===== src/rtl/systolic_sequencer.sv =====
// rtl/systolic_sequencer.sv - operand store and skewed feed sequencer for an NxN output-stationary systolic array
//
// Purpose: holds operand matrices A and B written over a load port. A start pulse in IDLE
// clears the array for one cycle, streams A rows into datain and B columns into weightin
// with the diagonal skew the array expects, feeds zeros for a drain window, then pulses done.
//
// Ports:
//   clk, reset      clock; synchronous active-high reset (aborts any run, clears A/B)
//   ld_we/ld_sel    write one element; ld_sel 0 = A, 1 = B (accepted in IDLE only)
//   ld_row/ld_col   element indices; out-of-range indices drop the write
//   ld_data         element value
//   start           begin a run (sampled in IDLE only)
//   arr_rst         array clear, high for the single CLEAR cycle
//   datain/weightin N lanes of DW bits each, lane 0 in the most significant field
//   busy            high in every state except IDLE
//   done            one-cycle pulse once the array outputs are final
module systolic_sequencer #(
   parameter int N         = 3,
   parameter int DW        = 8,
   parameter int DRAIN_CYC = 8,
   localparam int IW       = (N > 1) ? $clog2(N) : 1
) (
   input  logic            clk,
   input  logic            reset,
   input  logic            ld_we,
   input  logic            ld_sel,
   input  logic [IW-1:0]   ld_row,
   input  logic [IW-1:0]   ld_col,
   input  logic [DW-1:0]   ld_data,
   input  logic            start,
   output logic            arr_rst,
   output logic [N*DW-1:0] datain,
   output logic [N*DW-1:0] weightin,
   output logic            busy,
   output logic            done
);

   localparam int FEED_CYC = 2 * N - 1;
   localparam int CNT_MAX  = (FEED_CYC > DRAIN_CYC) ? FEED_CYC : DRAIN_CYC;
   localparam int CW       = $clog2(CNT_MAX + 1);

   localparam logic [2:0] S_IDLE  = 3'd0;
   localparam logic [2:0] S_CLEAR = 3'd1;
   localparam logic [2:0] S_FEED  = 3'd2;
   localparam logic [2:0] S_DRAIN = 3'd3;
   localparam logic [2:0] S_DONE  = 3'd4;

   logic [2:0]      state_q, state_d;
   logic [CW-1:0]   cnt_q, cnt_d;
   logic [DW-1:0]   a_q [N][N];
   logic [DW-1:0]   b_q [N][N];
   logic            arr_rst_q, busy_q, done_q;
   logic [N*DW-1:0] datain_q, datain_d;
   logic [N*DW-1:0] weightin_q, weightin_d;
   logic            ld_ok;
   logic [IW-1:0]   idx;

   assign ld_ok = ld_we && (state_q == S_IDLE) && (int'(ld_row) < N) && (int'(ld_col) < N);

   always_comb begin
      state_d = state_q;
      cnt_d   = cnt_q;
      case (state_q)
         S_IDLE: begin
            if (start) begin
               state_d = S_CLEAR;
               cnt_d   = '0;
            end
         end
         S_CLEAR: begin
            state_d = S_FEED;
            cnt_d   = '0;
         end
         S_FEED: begin
            if (cnt_q == CW'(FEED_CYC - 1)) begin
               state_d = S_DRAIN;
               cnt_d   = '0;
            end else begin
               cnt_d = cnt_q + 1'b1;
            end
         end
         S_DRAIN: begin
            if (cnt_q == CW'(DRAIN_CYC - 1)) begin
               state_d = S_DONE;
               cnt_d   = '0;
            end else begin
               cnt_d = cnt_q + 1'b1;
            end
         end
         S_DONE: begin
            state_d = S_IDLE;
            cnt_d   = '0;
         end
         default: begin
            state_d = S_IDLE;
            cnt_d   = '0;
         end
      endcase
   end

   // Outputs are registered from the next state, so the bus value for FEED step k
   // appears in the same cycle the FSM sits at step k.
   always_comb begin
      datain_d   = '0;
      weightin_d = '0;
      idx        = '0;
      if (state_d == S_FEED) begin
         for (int i = 0; i < N; i++) begin
            if ((int'(cnt_d) >= i) && (int'(cnt_d) - i < N)) begin
               idx = IW'(int'(cnt_d) - i);
               datain_d[(N-i)*DW-1 -: DW]   = a_q[i][idx];
               weightin_d[(N-i)*DW-1 -: DW] = b_q[idx][i];
            end
         end
      end
   end

   always_ff @(posedge clk) begin
      if (reset) begin
         state_q    <= S_IDLE;
         cnt_q      <= '0;
         arr_rst_q  <= 1'b0;
         busy_q     <= 1'b0;
         done_q     <= 1'b0;
         datain_q   <= '0;
         weightin_q <= '0;
         for (int r = 0; r < N; r++) begin
            for (int c = 0; c < N; c++) begin
               a_q[r][c] <= '0;
               b_q[r][c] <= '0;
            end
         end
      end else begin
         state_q    <= state_d;
         cnt_q      <= cnt_d;
         arr_rst_q  <= (state_d == S_CLEAR);
         busy_q     <= (state_d != S_IDLE);
         done_q     <= (state_d == S_DONE);
         datain_q   <= datain_d;
         weightin_q <= weightin_d;
         if (ld_ok) begin
            if (ld_sel) begin
               b_q[ld_row][ld_col] <= ld_data;
            end else begin
               a_q[ld_row][ld_col] <= ld_data;
            end
         end
      end
   end

   assign arr_rst  = arr_rst_q;
   assign busy     = busy_q;
   assign done     = done_q;
   assign datain   = datain_q;
   assign weightin = weightin_q;

endmodule


===== config.mk =====
export PLATFORM = sky130hd
export DESIGN_NAME = systolic_sequencer
export DESIGN_NICKNAME = d
export VERILOG_FILES = /design/src/rtl/systolic_sequencer.sv
export SDC_FILE = /design/constraint.sdc
export NUM_CORES = 1
export LEC_CHECK = 0
export BUFFER_PORTS_ARGS = -buffer_cell sky130_fd_sc_hd__buf_4
export CAP_MARGIN = 10
export CORE_MARGIN = 3
export CORE_UTILIZATION = 40
export DETAILED_ROUTE_END_ITERATION = 6
export SYNTH_ARGS = -nofsm -noshare
export SYNTH_HDL_FRONTEND = slang
export SYNTH_SLANG_ARGS = --single-unit

===== constraint.sdc =====
create_clock -name clk -period 8.7 [get_ports clk]
set_input_delay 1.74 -clock clk [delete_from_list [all_inputs] [get_ports clk]]
set_output_delay 1.74 -clock clk [all_outputs]
set_load 0.1 [all_outputs]

# Word level (Yosys, flattened, before mapping)
# Memory sizes are Yosys's and may differ from the RTL's. A register that Yosys moved wholly into a read port is not among the register bits.
# Index checks and enable logic that the tools add are counted.
# classes
eq_ne	8
n_lt_le_gt_ge	12
bitwise	8
mux	35
add_sub_neg	3
reduce_logical	13
# op_table
op	n
$mux 24	6
$lt 32x3->1 const B	2
$mux 8	7
$bmux 8 s2	3
$reduce_or 24->1	2
$demux 8 s2	1
$ge 3x3->1 const B	4
$mux 4	3
$not 2->3	4
$pmux 3 s4	1
$pmux 4 s3	1
$eq 3x2->1 const B	3
$mux 3	3
$reduce_or 3->1	3
$eq 4x3->1 const B	2
$mux 1	8
$eq 3x1->1 const B	2
$logic_and 1x1->1	6
$sub 4x1->5 const B	1
$sub 4x2->5 const B	1
$add 4x1->4 const B	1
$ge 4x1->1 const B	1
$ge 4x2->1 const B	1
$lt 2x2->1 const B	2
7 further kinds	11
# totals
word_cells	89
mem_bits_rw	144
reg_bits	34
mem_count	2
input_bits	17
# memory_table
memory	words	width	rd	rd_ports_with_merged_regs	wr	line_no	rtl
a_q	3	24	3	0	3	50	logic [DW-1:0] a_q [N][N];
b_q	3	24	3	3	3	51	logic [DW-1:0] b_q [N][N];

# Longest topological paths before layout
# Gate-level depths: netlist (run 1).
# logic_depth
word_depth	9
depth_mapped	15
ltp_nobuf	12

# Worst setup path after synthesis (run 1)
# Ideal clock, no wire load.
# synth_path
kind	input-to-reg
start	in start
end	reg weightin_q[10], in the netlist weightin[10] (read register of b_q)
t_required_ns	8.576
path_buffers	3
stages	12
arrival_time_ns	4.093
setup_ns	0.124
path_slack_ns	4.483
cell_sequence	nor4_2 -> nand2_1 -> nand2_2 -> inv_2 -> buf_2 -> buf_2 -> ha_1 -> a221oi_1 -> nor3_1 -> mux2i_2 -> buf_6 -> nor3b_2
# synth_via
elab_chain_cells	7
elab_cells_between_ends	12
classes_between	1 x add/sub; 2 x order compare; 1 x eq/ne; 4 x mux; 2 x bitwise; 2 x reduce/logical
# synth_rtl
element	line_no	rtl
start: declaration	30	input logic start,
$mux 4	65	if (start) begin
$pmux 4 s3	63	case (state_q)
$sub 4x1->5	110	idx = IW'(int'(cnt_d) - i);
$lt 32x3->1	109	if ((int'(cnt_d) >= i) && (int'(cnt_d) - i < N)) begin
$logic_and 1x1->1	109	
$not 1->1 (no source line)	--	
$reduce_or 3->1 (no source line)	--	
end: declaration	54	logic [N*DW-1:0] weightin_q, weightin_d;
# Parallel ways exist; a longest one is shown, timed or not.
# A chain may end at the register's enable or synchronous reset.

# Final worst setup path (run 1)
# layout_path
start	in start
end	reg weightin_q[9], in the netlist weightin[9] (read register of b_q)
# The elaborated chain is that of the path after synthesis.

==> impl_results.html, run 1 <==
<table>
<tr><th>Metric</th><th>Value</th></tr>
<tr><th colspan="2">Worst setup path</th></tr>
<tr><td>Startpoint type of the worst setup path</td><td>input pin</td></tr>
<tr><td>Peak fanout along the critical path</td><td>55</td></tr>
<tr><td>Critical path capture point</td><td>weightin[9]$_SDFF_PP0_</td></tr>
<tr><td>Worst flop-to-flop path endpoint</td><td>weightin[9]$_SDFF_PP0_</td></tr>
<tr><td>Required time reported for the critical path endpoint</td><td>9.04 ns</td></tr>
<tr><td>Depth of the worst register-to-register path</td><td>9</td></tr>
<tr><td>Worst setup path class</td><td>input pin to flop</td></tr>
<tr><td>Flop-to-flop setup slack</td><td>4.38 ns</td></tr>
<tr><td>Critical path arrival</td><td>5.46 ns</td></tr>
<tr><td>Source of the critical timing path</td><td>start</td></tr>
<tr><td>Capturing element type of the critical path</td><td>flop</td></tr>
<tr><td>Worst reg2reg path startpoint</td><td>state_q[1]$_SDFF_PP0_</td></tr>
<tr><th colspan="2">Timing</th></tr>
<tr><td>Setup tns final</td><td>0 ns</td></tr>
<tr><td>Worst hold slack</td><td>0.477 ns</td></tr>
<tr><td>PnR worst setup slack</td><td>3.58 ns</td></tr>
<tr><td>Minimum clock period after layout</td><td>5.12 ns</td></tr>
<tr><td>Clock Skew</td><td>0.0123 ns</td></tr>
<tr><td>Worst slew margin</td><td>0.227</td></tr>
<tr><td>Number of slew-limit violations in the final report</td><td>0</td></tr>
<tr><td>Final cycle utilization of the critical path</td><td>0.589</td></tr>
<tr><td>Maximum clock rate</td><td>195 MHz</td></tr>
<tr><td>Tightest Pin Transition</td><td>1.14 ns</td></tr>
<tr><td>Endpoints failing hold</td><td>0</td></tr>
<tr><td>Final setup fails</td><td>0</td></tr>
<tr><td>Unrepaired setup endpoints after global routing</td><td>no</td></tr>
<tr><th colspan="2">Clock tree</th></tr>
<tr><td>CTS HTree Levels</td><td>1</td></tr>
<tr><td>Clk sink count</td><td>226</td></tr>
<tr><td>Post-CTS Setup Inserts</td><td>0</td></tr>
<tr><td>CTS root buffer</td><td>sky130_fd_sc_hd__clkbuf_16</td></tr>
<tr><td>Cts repair resizes</td><td>0</td></tr>
<tr><td>Number of buffers created by CTS</td><td>25</td></tr>
<tr><td>Clock insertion delay at the later pin of the skew report</td><td>0.51 ns</td></tr>
<tr><td>Count of hold buffers inserted by post-cts repair</td><td>0</td></tr>
<tr><td>CTS tree</td><td>done</td></tr>
<tr><td>Clock input transition at the sequential cells of the worst setup and hold paths</td><td>0.06 ns</td></tr>
<tr><td>Number of buffers on the longest clock path</td><td>3</td></tr>
<tr><th colspan="2">Synthesis</th></tr>
<tr><td>Async SR Flop Fraction</td><td>0</td></tr>
<tr><td>Post-synthesis instance area</td><td>9180 µm²</td></tr>
<tr><td>Yosys reg bits</td><td>226</td></tr>
<tr><td>Biggest area contributors in the synthesized netlist</td><td>sky130_fd_sc_hd__edfxtp_1 (55%), sky130_fd_sc_hd__dfxtp_1 (13%), sky130_fd_sc_hd__nor2_1 (4.8%)</td></tr>
<tr><td>Predominant post-synthesis flop cell</td><td>sky130_fd_sc_hd__edfxtp_1</td></tr>
<tr><td>Fraction of post-synthesis cell area in the top cell type by area</td><td>0.550</td></tr>
<tr><td>Leading area contributor after synthesis</td><td>sky130_fd_sc_hd__edfxtp_1</td></tr>
<tr><td>Synth Area per Inst</td><td>12.1 µm²</td></tr>
<tr><td>YS warnings</td><td>0</td></tr>
<tr><td>Sequential fraction of the synthesis area</td><td>0.676</td></tr>
<tr><td>EDFF count, synth</td><td>168</td></tr>
<tr><td>Count of different cell masters after synthesis</td><td>55</td></tr>
<tr><td>Cells after Synth</td><td>761</td></tr>
<tr><th colspan="2">Global route</th></tr>
<tr><td>Vias in the first global route</td><td>5788</td></tr>
<tr><td>Global router's overall resource usage</td><td>0.173</td></tr>
<tr><td>Largest net degree at the start of global routing</td><td>56</td></tr>
<tr><td>Initial antenna violation count</td><td>0</td></tr>
<tr><td>Wire length of the first global-routing pass</td><td>32800 µm</td></tr>
<tr><td>Sum of overflow across all layers after global routing</td><td>0</td></tr>
<tr><th colspan="2">Floorplan</th></tr>
<tr><td>Placeable Area</td><td>22200 µm²</td></tr>
<tr><td>Area enclosed by the die boundary</td><td>24800 µm²</td></tr>
<tr><td>Starting utilization of the core area</td><td>0.414</td></tr>
<tr><td>Boundary pin count</td><td>68</td></tr>
<tr><td>DIE HEIGHT</td><td>157 µm</td></tr>
<tr><td>Die span in x</td><td>157 µm</td></tr>
<tr><td>Placement Rows</td><td>54</td></tr>
<tr><th colspan="2">Layout</th></tr>
<tr><td>Antenna cell count</td><td>0</td></tr>
<tr><td>Fraction of the core area covered by cells at the end of the flow</td><td>0.487</td></tr>
<tr><td>Net count of the finished layout</td><td>870</td></tr>
<tr><td>Fraction of final layout cells sized beyond drive strength 1</td><td>0.170</td></tr>
<tr><td>Commonest cells after routing, fill and taps aside</td><td>sky130_fd_sc_hd__edfxtp_1 (168), sky130_fd_sc_hd__nor2_1 (118), sky130_fd_sc_hd__nand2_1 (115), sky130_fd_sc_hd__buf_4 (71), sky130_fd_sc_hd__dfxtp_1 (58)</td></tr>
<tr><td>Layout-stage area growth over the synthesis result</td><td>17.7%</td></tr>
<tr><td>Fill count</td><td>2060</td></tr>
<tr><td>Most common library cell in the layout ignoring fill and taps</td><td>sky130_fd_sc_hd__edfxtp_1</td></tr>
<tr><th colspan="2">Route</th></tr>
<tr><td>Vias</td><td>5864</td></tr>
<tr><td>Wire length per cell after detailed routing</td><td>18.4 µm</td></tr>
<tr><td>Post-DR vias/cell</td><td>5.14</td></tr>
<tr><td>Total iterations of the first detailed-routing run</td><td>5</td></tr>
<tr><td>Count of antenna-violating nets left after detailed routing</td><td>0</td></tr>
<tr><td>Final routed DRC violation total</td><td>0</td></tr>
<tr><td>Starting DRT DRC Count</td><td>561</td></tr>
<tr><td>Final wirelength</td><td>21000 µm</td></tr>
<tr><th colspan="2">Pwr</th></tr>
<tr><td>Post-route total power</td><td>2.48 mW</td></tr>
<tr><td>Flop pwr share</td><td>0.487</td></tr>
<tr><td>Internal cell power</td><td>1.90 mW</td></tr>
<tr><td>Pwr dens</td><td>229 nW/µm²</td></tr>
<tr><td>Switching portion of total power</td><td>0.231</td></tr>
<tr><td>Largest voltage drop on the vdd net</td><td>0.139 mV</td></tr>
<tr><td>Leakage dissipation</td><td>4.11 nW</td></tr>
<tr><td>Switching power</td><td>0.572 mW</td></tr>
<tr><td>Clock Power Share</td><td>0.434</td></tr>
<tr><td>Logic gate share of total power</td><td>0.079</td></tr>
<tr><th colspan="2">Outcome</th></tr>
<tr><td>Run status</td><td>finished, final reports clean</td></tr>
<tr><th colspan="2">Min path</th></tr>
<tr><td>Class of the tightest hold or removal check</td><td>flop to flop</td></tr>
<tr><th colspan="2">Placement</th></tr>
<tr><td>Post-detailed-placement half-perimeter wirelength</td><td>14100 µm</td></tr>
<tr><td>Number of buffers inserted by port buffering</td><td>67</td></tr>
<tr><td>Post-Place Setup Slack</td><td>3.01 ns</td></tr>
<tr><td>Final weighted congestion of routability-driven global placement</td><td>0.836</td></tr>
<tr><th colspan="2">Run</th></tr>
<tr><td>Max-capacitance violation count</td><td>0</td></tr>
</table>
==> how the worst min path moves through the flow <==
stage,slack [ns],depth (start not counted),from,end
after global placement,0.47,2,a_q[0][9]$_SDFFCE_PN0P_,datain[17]$_SDFF_PP0_
after floorplan,0.45,2,a_q[0][8]$_SDFFCE_PN0P_,datain[16]$_SDFF_PP0_
after global routing,0.51,2,a_q[0][11]$_SDFFCE_PN0P_,datain[19]$_SDFF_PP0_
final,0.48,2,a_q[0][12]$_SDFFCE_PN0P_,datain[20]$_SDFF_PP0_
after detailed placement,0.47,2,a_q[0][8]$_SDFFCE_PN0P_,datain[16]$_SDFF_PP0_
after CTS,0.48,2,a_q[0][12]$_SDFFCE_PN0P_,datain[20]$_SDFF_PP0_
==> through the flow <==
stage | std cells | area [µm²]
2_1_floorplan | 784 | 9260
3_3_place_gp | 1096 | 9960
3_5_place_dp | 1096 | 9960
4_1_cts | 1141 | 10800
5_1_grt | 1141 | 10800
6_report | 1141 | 10800
==> worst max-delay path, stage by stage <==
cell	delay, ns
sky130_fd_sc_hd__buf_4	0.12
sky130_fd_sc_hd__nor4_2	0.34
sky130_fd_sc_hd__a22o_2	0.20
sky130_fd_sc_hd__buf_4	0.46
sky130_fd_sc_hd__inv_2	0.53
sky130_fd_sc_hd__ha_1	0.43
sky130_fd_sc_hd__a221oi_1	0.47
sky130_fd_sc_hd__nor3_1	0.10
sky130_fd_sc_hd__mux2i_2	0.92
sky130_fd_sc_hd__nor3b_2	0.11
==> cells in the mapped netlist, drive strengths merged, types with 11 or more instances <==
library cell	number
dfxtp	58
and3	17
nand2	116
nand3	44
a311oi	16
clkbuf	18
and2	16
inv	25
nor2	120
buf	21
a21oi	34
edfxtp	168
nor2b	11
nand2b	13
==> final cells by class <==
class	count	area (µm²)	share of cell area
multi-input combinational	494	2780	0.257
sequential	226	6210	0.575
clock buffer	33	666	0.0616
tap	280	350	0.0324
timing repair buffer	71	533	0.0493
inverter	25	93.8	0.00869
clock inverter	12	175	0.0162
==> kinds of logic after synthesis <==
group                    share of synthesized area
adder cells (fa/ha/maj)                     0.0136
XOR/XNOR                                  0.000955
AO/OA/AOI/OAI                               0.0582
multiplexers                                0.0224
other                                     0.000409
buffers and inverters                       0.0304
AND/OR/NAND/NOR                              0.198
flip-flops                                   0.676
==> power by group through the flow <==
stage	Clock, mW	Combinational, mW	Sequential (mW)
2_1_floorplan	0	0.106	1.27
3_3_place_gp	0	0.193	1.23
3_5_place_dp	0	0.195	1.23
4_1_cts	1.09	0.196	1.21
5_1_grt	1.14	0.212	1.21
6_report	1.08	0.195	1.21
==> state kept, by name, indices dropped and copies added, names as in the netlist <==
register / flops
busy: 1
done: 1
cnt_q: 4
weightin: 24
datain: 24
b_q: 96
a_q: 72
state_q: 3
arr_rst: 1
==> layer usage <==
metal / track usage / part of all wire / vias up / wire (µm)
li1: - / - / 2821 / -
met1: 0.253 / 0.47 / 2846 / 9770
met2: 0.264 / 0.45 / 163 / 9470
met3: 0.0338 / 0.060 / 34 / 1250
met4: 0.0504 / 0.023 / 0 / 493
met5: 0 / 0 / - / 0
(Power assumes the default switching activity.)
==> run 2: changes to the inputs <==
==> constraint.sdc (replaced) <==
create_clock -name clk -period 4.72 [get_ports clk]
set_input_delay 0.944 -clock clk [delete_from_list [all_inputs] [get_ports clk]]
set_output_delay 0.944 -clock clk [all_outputs]
set_load 0.1 [all_outputs]
==> impl_results.html, run 2 (synthesized netlist as in run 1, its figures left out) <==
<table>
<tr><th>Metric</th><th>Value</th></tr>
<tr><th colspan="2">Outcome</th></tr>
<tr><td>Run status</td><td>finished, final reports clean (unchanged)</td></tr>
<tr><th colspan="2">Clock tree</th></tr>
<tr><td>Clock insertion delay at the later pin of the skew report</td><td>0.51 ns (about the same)</td></tr>
<tr><td>Post-CTS Setup Inserts</td><td>0 (unchanged)</td></tr>
<tr><td>Clock input transition at the sequential cells of the worst setup and hold paths</td><td>0.06 ns (about the same)</td></tr>
<tr><td>Clk sink count</td><td>226 (unchanged)</td></tr>
<tr><td>CTS HTree Levels</td><td>1 (unchanged)</td></tr>
<tr><td>Count of hold buffers inserted by post-cts repair</td><td>0 (unchanged)</td></tr>
<tr><td>Cts repair resizes</td><td>0 (unchanged)</td></tr>
<tr><td>Number of buffers on the longest clock path</td><td>3 (unchanged)</td></tr>
<tr><td>CTS root buffer</td><td>sky130_fd_sc_hd__clkbuf_16 (unchanged)</td></tr>
<tr><td>Number of buffers created by CTS</td><td>25 (unchanged)</td></tr>
<tr><td>CTS tree</td><td>done (unchanged)</td></tr>
<tr><th colspan="2">Route</th></tr>
<tr><td>Post-DR vias/cell</td><td>5.18 (was 5.14)</td></tr>
<tr><td>Starting DRT DRC Count</td><td>549 (was 561)</td></tr>
<tr><td>Total iterations of the first detailed-routing run</td><td>5 (unchanged)</td></tr>
<tr><td>Final wirelength</td><td>20500 µm (was 21000 µm)</td></tr>
<tr><td>Final routed DRC violation total</td><td>0 (unchanged)</td></tr>
<tr><td>Count of antenna-violating nets left after detailed routing</td><td>0 (unchanged)</td></tr>
<tr><td>Wire length per cell after detailed routing</td><td>17.9 µm (was 18.4 µm)</td></tr>
<tr><td>Vias</td><td>5945 (was 5864)</td></tr>
<tr><th colspan="2">Pwr</th></tr>
<tr><td>Leakage dissipation</td><td>4.13 nW (was 4.11 nW)</td></tr>
<tr><td>Flop pwr share</td><td>0.498 (was 0.487)</td></tr>
<tr><td>Largest voltage drop on the vdd net</td><td>0.205 mV (was 0.139 mV)</td></tr>
<tr><td>Internal cell power</td><td>3.41 mW (was 1.90 mW)</td></tr>
<tr><td>Pwr dens</td><td>413 nW/µm² (was 229 nW/µm²)</td></tr>
<tr><td>Switching portion of total power</td><td>0.236 (was 0.231)</td></tr>
<tr><td>Logic gate share of total power</td><td>0.082 (was 0.079)</td></tr>
<tr><td>Switching power</td><td>1.05 mW (was 0.572 mW)</td></tr>
<tr><td>Clock Power Share</td><td>0.420 (was 0.434)</td></tr>
<tr><th colspan="2">Layout</th></tr>
<tr><td>Largest registers</td><td>b_q: 96 flops, a_q: 72 flops (unchanged)</td></tr>
<tr><td>Fraction of the core area covered by cells at the end of the flow</td><td>0.487 (about the same)</td></tr>
<tr><td>Most flop-heavy register</td><td>b_q (unchanged)</td></tr>
<tr><td>Flip-flop count of the largest register, all copies and words added</td><td>96 (unchanged)</td></tr>
<tr><td>Fill count</td><td>1996 (was 2060)</td></tr>
<tr><td>Fraction of final layout cells sized beyond drive strength 1</td><td>0.178 (was 0.170)</td></tr>
<tr><td>Layout-stage area growth over the synthesis result</td><td>17.7% (about the same)</td></tr>
<tr><td>Antenna cell count</td><td>0 (unchanged)</td></tr>
<tr><td>Net count of the finished layout</td><td>875 (was 870)</td></tr>
<tr><td>Commonest cells after routing, fill and taps aside</td><td>sky130_fd_sc_hd__edfxtp_1 (168), sky130_fd_sc_hd__nor2_1 (118), sky130_fd_sc_hd__nand2_1 (115), sky130_fd_sc_hd__buf_4 (76), sky130_fd_sc_hd__dfxtp_1 (58) (was sky130_fd_sc_hd__edfxtp_1 (168), sky130_fd_sc_hd__nor2_1 (118), sky130_fd_sc_hd__nand2_1 (115), sky130_fd_sc_hd__buf_4 (71), sky130_fd_sc_hd__dfxtp_1 (58))</td></tr>
<tr><td>Most common library cell in the layout ignoring fill and taps</td><td>sky130_fd_sc_hd__edfxtp_1 (unchanged)</td></tr>
<tr><th colspan="2">Timing</th></tr>
<tr><td>Endpoints failing hold</td><td>0 (unchanged)</td></tr>
<tr><td>Final cycle utilization of the critical path</td><td>0.725</td></tr>
<tr><td>Clock Skew</td><td>0.00922 ns (was 0.0123 ns)</td></tr>
<tr><td>Minimum clock period after layout</td><td>3.42 ns</td></tr>
<tr><td>Tightest Pin Transition</td><td>1.02 ns (was 1.14 ns)</td></tr>
<tr><td>Setup tns final</td><td>0 ns (unchanged)</td></tr>
<tr><td>Final setup fails</td><td>0 (unchanged)</td></tr>
<tr><td>Worst hold slack</td><td>0.472 ns (was 0.477 ns)</td></tr>
<tr><td>Worst slew margin</td><td>0.318 (was 0.227)</td></tr>
<tr><td>Number of slew-limit violations in the final report</td><td>0 (unchanged)</td></tr>
<tr><td>Maximum clock rate</td><td>292 MHz</td></tr>
<tr><td>Unrepaired setup endpoints after global routing</td><td>no (unchanged)</td></tr>
<tr><th colspan="2">Floorplan</th></tr>
<tr><td>Starting utilization of the core area</td><td>0.414 (unchanged)</td></tr>
<tr><td>Boundary pin count</td><td>68 (unchanged)</td></tr>
<tr><td>Placement Rows</td><td>54 (unchanged)</td></tr>
<tr><td>DIE HEIGHT</td><td>157 µm (unchanged)</td></tr>
<tr><td>Die span in x</td><td>157 µm (unchanged)</td></tr>
<tr><td>Placeable Area</td><td>22200 µm² (unchanged)</td></tr>
<tr><td>Area enclosed by the die boundary</td><td>24800 µm² (unchanged)</td></tr>
<tr><th colspan="2">Global route</th></tr>
<tr><td>Met2 Usage GRT</td><td>0.250 (was 0.264)</td></tr>
<tr><td>Vias in the first global route</td><td>5751 (was 5788)</td></tr>
<tr><td>Grt met1 use</td><td>0.251 (was 0.253)</td></tr>
<tr><td>GR Layer Usage met3</td><td>0.0278 (was 0.0338)</td></tr>
<tr><td>Largest net degree at the start of global routing</td><td>53 (was 56)</td></tr>
<tr><td>Wire length of the first global-routing pass</td><td>32300 µm (was 32800 µm)</td></tr>
<tr><td>Initial antenna violation count</td><td>0 (unchanged)</td></tr>
<tr><td>Most crowded layer after global routing</td><td>met1 (was met2)</td></tr>
<tr><td>Sum of overflow across all layers after global routing</td><td>0 (unchanged)</td></tr>
<tr><td>Global router's overall resource usage</td><td>0.167 (was 0.173)</td></tr>
<tr><th colspan="2">Worst setup path</th></tr>
<tr><td>Critical path arrival</td><td>3.80 ns (was 5.46 ns)</td></tr>
<tr><td>Peak fanout along the critical path</td><td>17 (was 55)</td></tr>
<tr><td>Capturing element type of the critical path</td><td>flop (unchanged)</td></tr>
<tr><td>Worst setup path class</td><td>flop to flop (was input pin to flop)</td></tr>
<tr><td>Required time reported for the critical path endpoint</td><td>5.10 ns (was 9.04 ns)</td></tr>
<tr><td>Flop-to-flop setup slack</td><td>1.30 ns (was 4.38 ns)</td></tr>
<tr><td>Startpoint type of the worst setup path</td><td>flop (was input pin)</td></tr>
<tr><th colspan="2">Min path</th></tr>
<tr><td>Class of the tightest hold or removal check</td><td>flop to flop (unchanged)</td></tr>
<tr><th colspan="2">Run</th></tr>
<tr><td>Max-capacitance violation count</td><td>0 (unchanged)</td></tr>
<tr><th colspan="2">Placement</th></tr>
<tr><td>Number of buffers inserted by port buffering</td><td>67 (unchanged)</td></tr>
<tr><td>Post-detailed-placement half-perimeter wirelength</td><td>13800 µm (was 14100 µm)</td></tr>
<tr><td>Final weighted congestion of routability-driven global placement</td><td>0.809 (was 0.836)</td></tr>
</table>
[run 2: worst max-delay path: stages (launching register included)]
cell and delay, ns:
sky130_fd_sc_hd__dfxtp_1 0.41, sky130_fd_sc_hd__inv_1 0.07, sky130_fd_sc_hd__ha_1 0.25, sky130_fd_sc_hd__mux2_2 0.30, sky130_fd_sc_hd__a211o_1 0.31, sky130_fd_sc_hd__nand2_2 0.32, sky130_fd_sc_hd__inv_2 0.23, sky130_fd_sc_hd__ha_1 0.31
sky130_fd_sc_hd__a221oi_1 0.42, sky130_fd_sc_hd__nor3_1 0.10, sky130_fd_sc_hd__mux2i_2 0.16, sky130_fd_sc_hd__buf_4 0.30, sky130_fd_sc_hd__a311oi_1 0.09
[run 2: layer usage]
metal  wire (µm)  part of all wire
met4         537             0.026
met2        8950              0.44
met5           0                 0
met1        9620              0.47
met3        1400             0.068
[run 2: final cells by class]
cell class / instances / area [µm²] / share of cell area
clock buffer: 29 / 661 / 0.0612
clock inverter: 17 / 144 / 0.0133
inverter: 25 / 93.8 / 0.00869
multi-input combinational: 494 / 2780 / 0.257
sequential: 226 / 6210 / 0.574
tap: 280 / 350 / 0.0324
timing repair buffer: 76 / 571 / 0.0528
[run 2: worst paths after layout]
check | from | endpoint | cells past startpoint
max | cnt_q[0]$_SDFF_PP0_ | datain[12]$_SDFF_PP0_ | 12
min reg2reg | a_q[0][9]$_SDFFCE_PN0P_ | datain[17]$_SDFF_PP0_ | 2
max reg2reg | cnt_q[0]$_SDFF_PP0_ | datain[12]$_SDFF_PP0_ | 12
min | a_q[0][9]$_SDFFCE_PN0P_ | datain[17]$_SDFF_PP0_ | 2
[run 2: stage by stage]
| step | power (mW) | worst slack, ns | area [µm²] | instances |
|---|---|---|---|---|
| global route | 4.63 | 1.09 | 10800 | 1147 |
| finish | 4.46 | 1.30 | 10800 | 1147 |
| global placement | 2.63 | 1.05 | 10000 | 1101 |
| floorplan | 2.53 | 1.30 | 9260 | 784 |
| CTS | 4.51 | 1.30 | 10800 | 1147 |
| detailed placement | 2.63 | 0.985 | 10000 | 1101 |
[run 2: power groups by stage]
stage	logic (mW)	registers [mW]	clock network, mW
after floorplan	0.195	2.33	0
after global placement	0.366	2.26	0
after detailed placement	0.368	2.26	0
after CTS	0.369	2.22	1.91
after global routing	0.396	2.23	2.00
final	0.367	2.22	1.88
==> run 3: changes to the inputs <==
--- a/config.mk
+++ b/config.mk
@@ -5,6 +5,7 @@
 export SDC_FILE = /design/constraint.sdc
 export NUM_CORES = 1
 export LEC_CHECK = 0
+export ABC_AREA = 1
 export BUFFER_PORTS_ARGS = -buffer_cell sky130_fd_sc_hd__buf_4
 export CAP_MARGIN = 10
 export CORE_MARGIN = 3
==> constraint.sdc (replaced) <==
create_clock -name clk -period 3.2 [get_ports clk]
set_input_delay 0.64 -clock clk [delete_from_list [all_inputs] [get_ports clk]]
set_output_delay 0.64 -clock clk [all_outputs]
set_load 0.1 [all_outputs]
==> impl_results.html, run 3 <==
<table>
<tr><th>Metric</th><th>Value</th></tr>
<tr><th colspan="2">Outcome</th></tr>
<tr><td>Run status</td><td>finished, final reports clean (unchanged)</td></tr>
<tr><th colspan="2">Timing</th></tr>
<tr><td>Worst hold slack</td><td>0.436 ns (was 0.472 ns)</td></tr>
<tr><td>Maximum clock rate</td><td>348 MHz (was 292 MHz)</td></tr>
<tr><td>Clock Skew</td><td>0.0153 ns (was 0.00922 ns)</td></tr>
<tr><td>Final setup fails</td><td>0 (unchanged)</td></tr>
<tr><td>Minimum clock period after layout</td><td>2.87 ns (was 3.42 ns)</td></tr>
<tr><td>Final cycle utilization of the critical path</td><td>0.898 (was 0.725)</td></tr>
<tr><td>Endpoints failing hold</td><td>0 (unchanged)</td></tr>
<tr><td>Unrepaired setup endpoints after global routing</td><td>no (unchanged)</td></tr>
<tr><td>Number of slew-limit violations in the final report</td><td>0 (unchanged)</td></tr>
<tr><td>Setup tns final</td><td>0 ns (unchanged)</td></tr>
<tr><th colspan="2">Synthesis</th></tr>
<tr><td>Sequential fraction of the synthesis area</td><td>0.635 (was 0.676)</td></tr>
<tr><td>Largest family of logic cells by synthesized area</td><td>simple AND/OR/NAND/NOR gates (unchanged)</td></tr>
<tr><td>Yosys reg bits</td><td>226 (unchanged)</td></tr>
<tr><td>Post-synthesis instance area</td><td>9770 µm² (was 9180 µm²)</td></tr>
<tr><td>Leading area contributor after synthesis</td><td>sky130_fd_sc_hd__edfxtp_1 (unchanged)</td></tr>
<tr><td>Predominant post-synthesis flop cell</td><td>sky130_fd_sc_hd__edfxtp_1 (unchanged)</td></tr>
<tr><td>Synth Area per Inst</td><td>9.76 µm² (was 12.1 µm²)</td></tr>
<tr><td>YS warnings</td><td>0 (unchanged)</td></tr>
<tr><td>Cell with the most instances after synthesis</td><td>sky130_fd_sc_hd__nor2_1 (was sky130_fd_sc_hd__edfxtp_1)</td></tr>
<tr><td>EDFF count, synth</td><td>168 (unchanged)</td></tr>
<tr><td>Commonest cells in the netlist</td><td>sky130_fd_sc_hd__nor2_1 (178), sky130_fd_sc_hd__inv_1 (170), sky130_fd_sc_hd__edfxtp_1 (168), sky130_fd_sc_hd__nand2_1 (123), sky130_fd_sc_hd__dfxtp_1 (58) (was sky130_fd_sc_hd__edfxtp_1 (168), sky130_fd_sc_hd__nor2_1 (118), sky130_fd_sc_hd__nand2_1 (115), sky130_fd_sc_hd__dfxtp_1 (58), sky130_fd_sc_hd__nand3_1 (44))</td></tr>
<tr><td>Count of different cell masters after synthesis</td><td>32 (was 55)</td></tr>
<tr><td>Synth Area in Simple Gates</td><td>0.201 (was 0.198)</td></tr>
<tr><td>Biggest area contributors in the synthesized netlist</td><td>sky130_fd_sc_hd__edfxtp_1 (52%), sky130_fd_sc_hd__dfxtp_1 (12%), sky130_fd_sc_hd__nor2_1 (6.8%) (was sky130_fd_sc_hd__edfxtp_1 (55%), sky130_fd_sc_hd__dfxtp_1 (13%), sky130_fd_sc_hd__nor2_1 (4.8%))</td></tr>
<tr><td>Fraction of synthesized cell area in xor and xnor cells</td><td>0 (was 0.000955)</td></tr>
<tr><td>Cells after Synth</td><td>1001 (was 761)</td></tr>
<tr><td>Async SR Flop Fraction</td><td>0 (unchanged)</td></tr>
<tr><td>Post-synthesis compound-gate area fraction</td><td>0.0581 (was 0.0582)</td></tr>
<tr><td>Fraction of post-synthesis cell area in the top cell type by area</td><td>0.516 (was 0.550)</td></tr>
<tr><td>Multiplexer fraction of the synthesized cell area</td><td>0 (was 0.0224)</td></tr>
<tr><td>Adder-cell share of the synthesized area</td><td>0.0128 (was 0.0136)</td></tr>
<tr><th colspan="2">Global route</th></tr>
<tr><td>Vias in the first global route</td><td>6564 (was 5751)</td></tr>
<tr><td>Largest net degree at the start of global routing</td><td>81 (was 53)</td></tr>
<tr><td>Initial antenna violation count</td><td>0 (unchanged)</td></tr>
<tr><td>Wire length of the first global-routing pass</td><td>35100 µm (was 32300 µm)</td></tr>
<tr><td>Sum of overflow across all layers after global routing</td><td>0 (unchanged)</td></tr>
<tr><td>Global router's overall resource usage</td><td>0.170 (was 0.167)</td></tr>
<tr><th colspan="2">Placement</th></tr>
<tr><td>Number of buffers inserted by port buffering</td><td>67 (unchanged)</td></tr>
<tr><td>Post-detailed-placement half-perimeter wirelength</td><td>15500 µm (was 13800 µm)</td></tr>
<tr><td>Final weighted congestion of routability-driven global placement</td><td>0.821 (was 0.809)</td></tr>
<tr><th colspan="2">Clock tree</th></tr>
<tr><td>Number of buffers on the longest clock path</td><td>3 (unchanged)</td></tr>
<tr><td>CTS root buffer</td><td>sky130_fd_sc_hd__clkbuf_16 (unchanged)</td></tr>
<tr><td>Clock insertion delay at the later pin of the skew report</td><td>0.52 ns (was 0.51 ns)</td></tr>
<tr><td>CTS tree</td><td>done (unchanged)</td></tr>
<tr><td>Cts repair resizes</td><td>0 (unchanged)</td></tr>
<tr><td>Post-CTS Setup Inserts</td><td>0 (unchanged)</td></tr>
<tr><td>Clk sink count</td><td>226 (unchanged)</td></tr>
<tr><td>Number of buffers created by CTS</td><td>25 (unchanged)</td></tr>
<tr><td>Count of hold buffers inserted by post-cts repair</td><td>0 (unchanged)</td></tr>
<tr><td>Clock input transition at the sequential cells of the worst setup and hold paths</td><td>0.06 ns (about the same)</td></tr>
<tr><td>CTS HTree Levels</td><td>1 (unchanged)</td></tr>
<tr><th colspan="2">Pwr</th></tr>
<tr><td>Pwr dens</td><td>608 nW/µm² (was 413 nW/µm²)</td></tr>
<tr><td>Internal cell power</td><td>5.28 mW (was 3.41 mW)</td></tr>
<tr><td>Flop pwr share</td><td>0.468 (was 0.498)</td></tr>
<tr><td>Switching portion of total power</td><td>0.247 (was 0.236)</td></tr>
<tr><td>Logic gate share of total power</td><td>0.110 (was 0.082)</td></tr>
<tr><td>Leakage dissipation</td><td>4.87 nW (was 4.13 nW)</td></tr>
<tr><td>Largest voltage drop on the vdd net</td><td>0.381 mV (was 0.205 mV)</td></tr>
<tr><td>Clock Power Share</td><td>0.422 (was 0.420)</td></tr>
<tr><td>Post-route total power</td><td>7.01 mW (was 4.46 mW)</td></tr>
<tr><td>Switching power</td><td>1.73 mW (was 1.05 mW)</td></tr>
<tr><th colspan="2">Floorplan</th></tr>
<tr><td>Starting utilization of the core area</td><td>0.411 (was 0.414)</td></tr>
<tr><td>Die span in x</td><td>162 µm (was 157 µm)</td></tr>
<tr><td>Placeable Area</td><td>23800 µm² (was 22200 µm²)</td></tr>
<tr><td>DIE HEIGHT</td><td>162 µm (was 157 µm)</td></tr>
<tr><td>Area enclosed by the die boundary</td><td>26300 µm² (was 24800 µm²)</td></tr>
<tr><td>Boundary pin count</td><td>68 (unchanged)</td></tr>
<tr><td>Placement Rows</td><td>56 (was 54)</td></tr>
<tr><th colspan="2">Route</th></tr>
<tr><td>Final wirelength</td><td>22500 µm (was 20500 µm)</td></tr>
<tr><td>Wire length per cell after detailed routing</td><td>15.7 µm (was 17.9 µm)</td></tr>
<tr><td>Vias</td><td>6882 (was 5945)</td></tr>
<tr><td>Post-DR vias/cell</td><td>4.80 (was 5.18)</td></tr>
<tr><td>Starting DRT DRC Count</td><td>535 (was 549)</td></tr>
<tr><td>Total iterations of the first detailed-routing run</td><td>5 (unchanged)</td></tr>
<tr><td>Count of antenna-violating nets left after detailed routing</td><td>0 (unchanged)</td></tr>
<tr><td>Final routed DRC violation total</td><td>0 (unchanged)</td></tr>
<tr><th colspan="2">Layout</th></tr>
<tr><td>Antenna cell count</td><td>0 (unchanged)</td></tr>
<tr><td>Fraction of the core area covered by cells at the end of the flow</td><td>0.486 (was 0.487)</td></tr>
<tr><td>Flip-flop count of the largest register, all copies and words added</td><td>96 (unchanged)</td></tr>
<tr><td>Layout-stage area growth over the synthesis result</td><td>18.0% (was 17.7%)</td></tr>
<tr><td>Largest registers</td><td>b_q: 96 flops, a_q: 72 flops (unchanged)</td></tr>
<tr><td>Fill count</td><td>2249 (was 1996)</td></tr>
<tr><td>Most flop-heavy register</td><td>b_q (unchanged)</td></tr>
<tr><td>Fraction of final layout cells sized beyond drive strength 1</td><td>0.153 (was 0.178)</td></tr>
<tr><td>Commonest cells after routing, fill and taps aside</td><td>sky130_fd_sc_hd__nor2_1 (178), sky130_fd_sc_hd__inv_1 (170), sky130_fd_sc_hd__edfxtp_1 (168), sky130_fd_sc_hd__nand2_1 (123), sky130_fd_sc_hd__buf_4 (82) (was sky130_fd_sc_hd__edfxtp_1 (168), sky130_fd_sc_hd__nor2_1 (118), sky130_fd_sc_hd__nand2_1 (115), sky130_fd_sc_hd__buf_4 (76), sky130_fd_sc_hd__dfxtp_1 (58))</td></tr>
<tr><td>Net count of the finished layout</td><td>1124 (was 875)</td></tr>
<tr><td>Most common library cell in the layout ignoring fill and taps</td><td>sky130_fd_sc_hd__nor2_1 (was sky130_fd_sc_hd__edfxtp_1)</td></tr>
<tr><th colspan="2">Worst setup path</th></tr>
<tr><td>Capturing element type of the critical path</td><td>flop (unchanged)</td></tr>
<tr><td>Startpoint type of the worst setup path</td><td>flop (unchanged)</td></tr>
<tr><td>Peak fanout along the critical path</td><td>25 (was 17)</td></tr>
<tr><td>Critical path arrival</td><td>3.31 ns (was 3.80 ns)</td></tr>
<tr><td>Depth of the worst register-to-register path</td><td>11 (was 12)</td></tr>
<tr><td>Required time reported for the critical path endpoint</td><td>3.63 ns (was 5.10 ns)</td></tr>
<tr><td>Worst setup path class</td><td>flop to flop (unchanged)</td></tr>
<tr><th colspan="2">Min path</th></tr>
<tr><td>Hold Path Depth</td><td>2 (unchanged)</td></tr>
<tr><td>Class of the tightest hold or removal check</td><td>input pin to flop (was flop to flop)</td></tr>
<tr><th colspan="2">Run</th></tr>
<tr><td>Max-capacitance violation count</td><td>0 (unchanged)</td></tr>
</table>
## run 3: worst max-delay path, stage by stage (launching register included)
cell	delay (ns)
sky130_fd_sc_hd__dfxtp_1	0.34
sky130_fd_sc_hd__ha_1	0.24
sky130_fd_sc_hd__nand3_2	0.13
sky130_fd_sc_hd__nand3_4	0.27
sky130_fd_sc_hd__nand3_4	0.38
sky130_fd_sc_hd__clkinv_2	0.31
sky130_fd_sc_hd__ha_1	0.30
sky130_fd_sc_hd__nand3_1	0.12
sky130_fd_sc_hd__nand3_1	0.09
sky130_fd_sc_hd__nand2_1	0.07
sky130_fd_sc_hd__nand2_2	0.24
sky130_fd_sc_hd__nor3_1	0.28
## run 3: cells by family after synthesis
| kind of cell | count (synthesis) |
|---|---|
| buf+inv | 222 |
| fa+ha+maj | 10 |
| compound gates | 112 |
| flops | 226 |
| simple gates | 430 |
| other cells | 1 |
## run 3: area by class of cell
class	instances	area, µm²	share of cell area
multi-input combinational	576	2750	0.239
tap	319	399	0.0346
clock inverter	16	201	0.0175
timing repair buffer	83	636	0.0551
sequential	226	6210	0.538
clock buffer	30	644	0.0559
inverter	185	696	0.0603
## run 3: power groups by stage
stage	clock network (mW)	logic [mW]	registers (mW)
CTS	3.01	0.777	3.28
global placement	0	0.771	3.34
finish	2.96	0.772	3.28
floorplan	0	0.473	3.45
global route	3.15	0.853	3.29
detailed placement	0	0.773	3.34
## run 3: stage by stage
step	setup WS (ns)	instance area [µm²]	cells
final	0.327	11500	1435
after global routing	0.0111	11500	1435
after CTS	0.219	11500	1435
after detailed placement	0.256	10700	1389
after global placement	0.401	10700	1389
after floorplan	0.604	9860	1024
## run 3: routing by layer
metal  vias up  GRT usage  wire [µm]
met3        31     0.0301       1290
met5         -          0          0
li1       3413          -          -
met2       170      0.280      10800
met1      3268      0.233      10100
met4         0     0.0427        375
## run 3: path summary, 6_finish.rpt
| kind | start | end | slack, ns |
|---|---|---|---|
| worst max-delay path | cnt_q[0]$_SDFF_PP0_ | weightin[12]$_SDFF_PP0_ | 0.33 |
| worst max register to register | cnt_q[0]$_SDFF_PP0_ | weightin[12]$_SDFF_PP0_ | 0.33 |
| worst min-delay path | reset | state_q[0]$_SDFF_PP0_ | 0.44 |
| worst min register to register | b_q[3][1]$_DFFE_PP_ | weightin[1]$_SDFF_PP0_ | 0.57 |
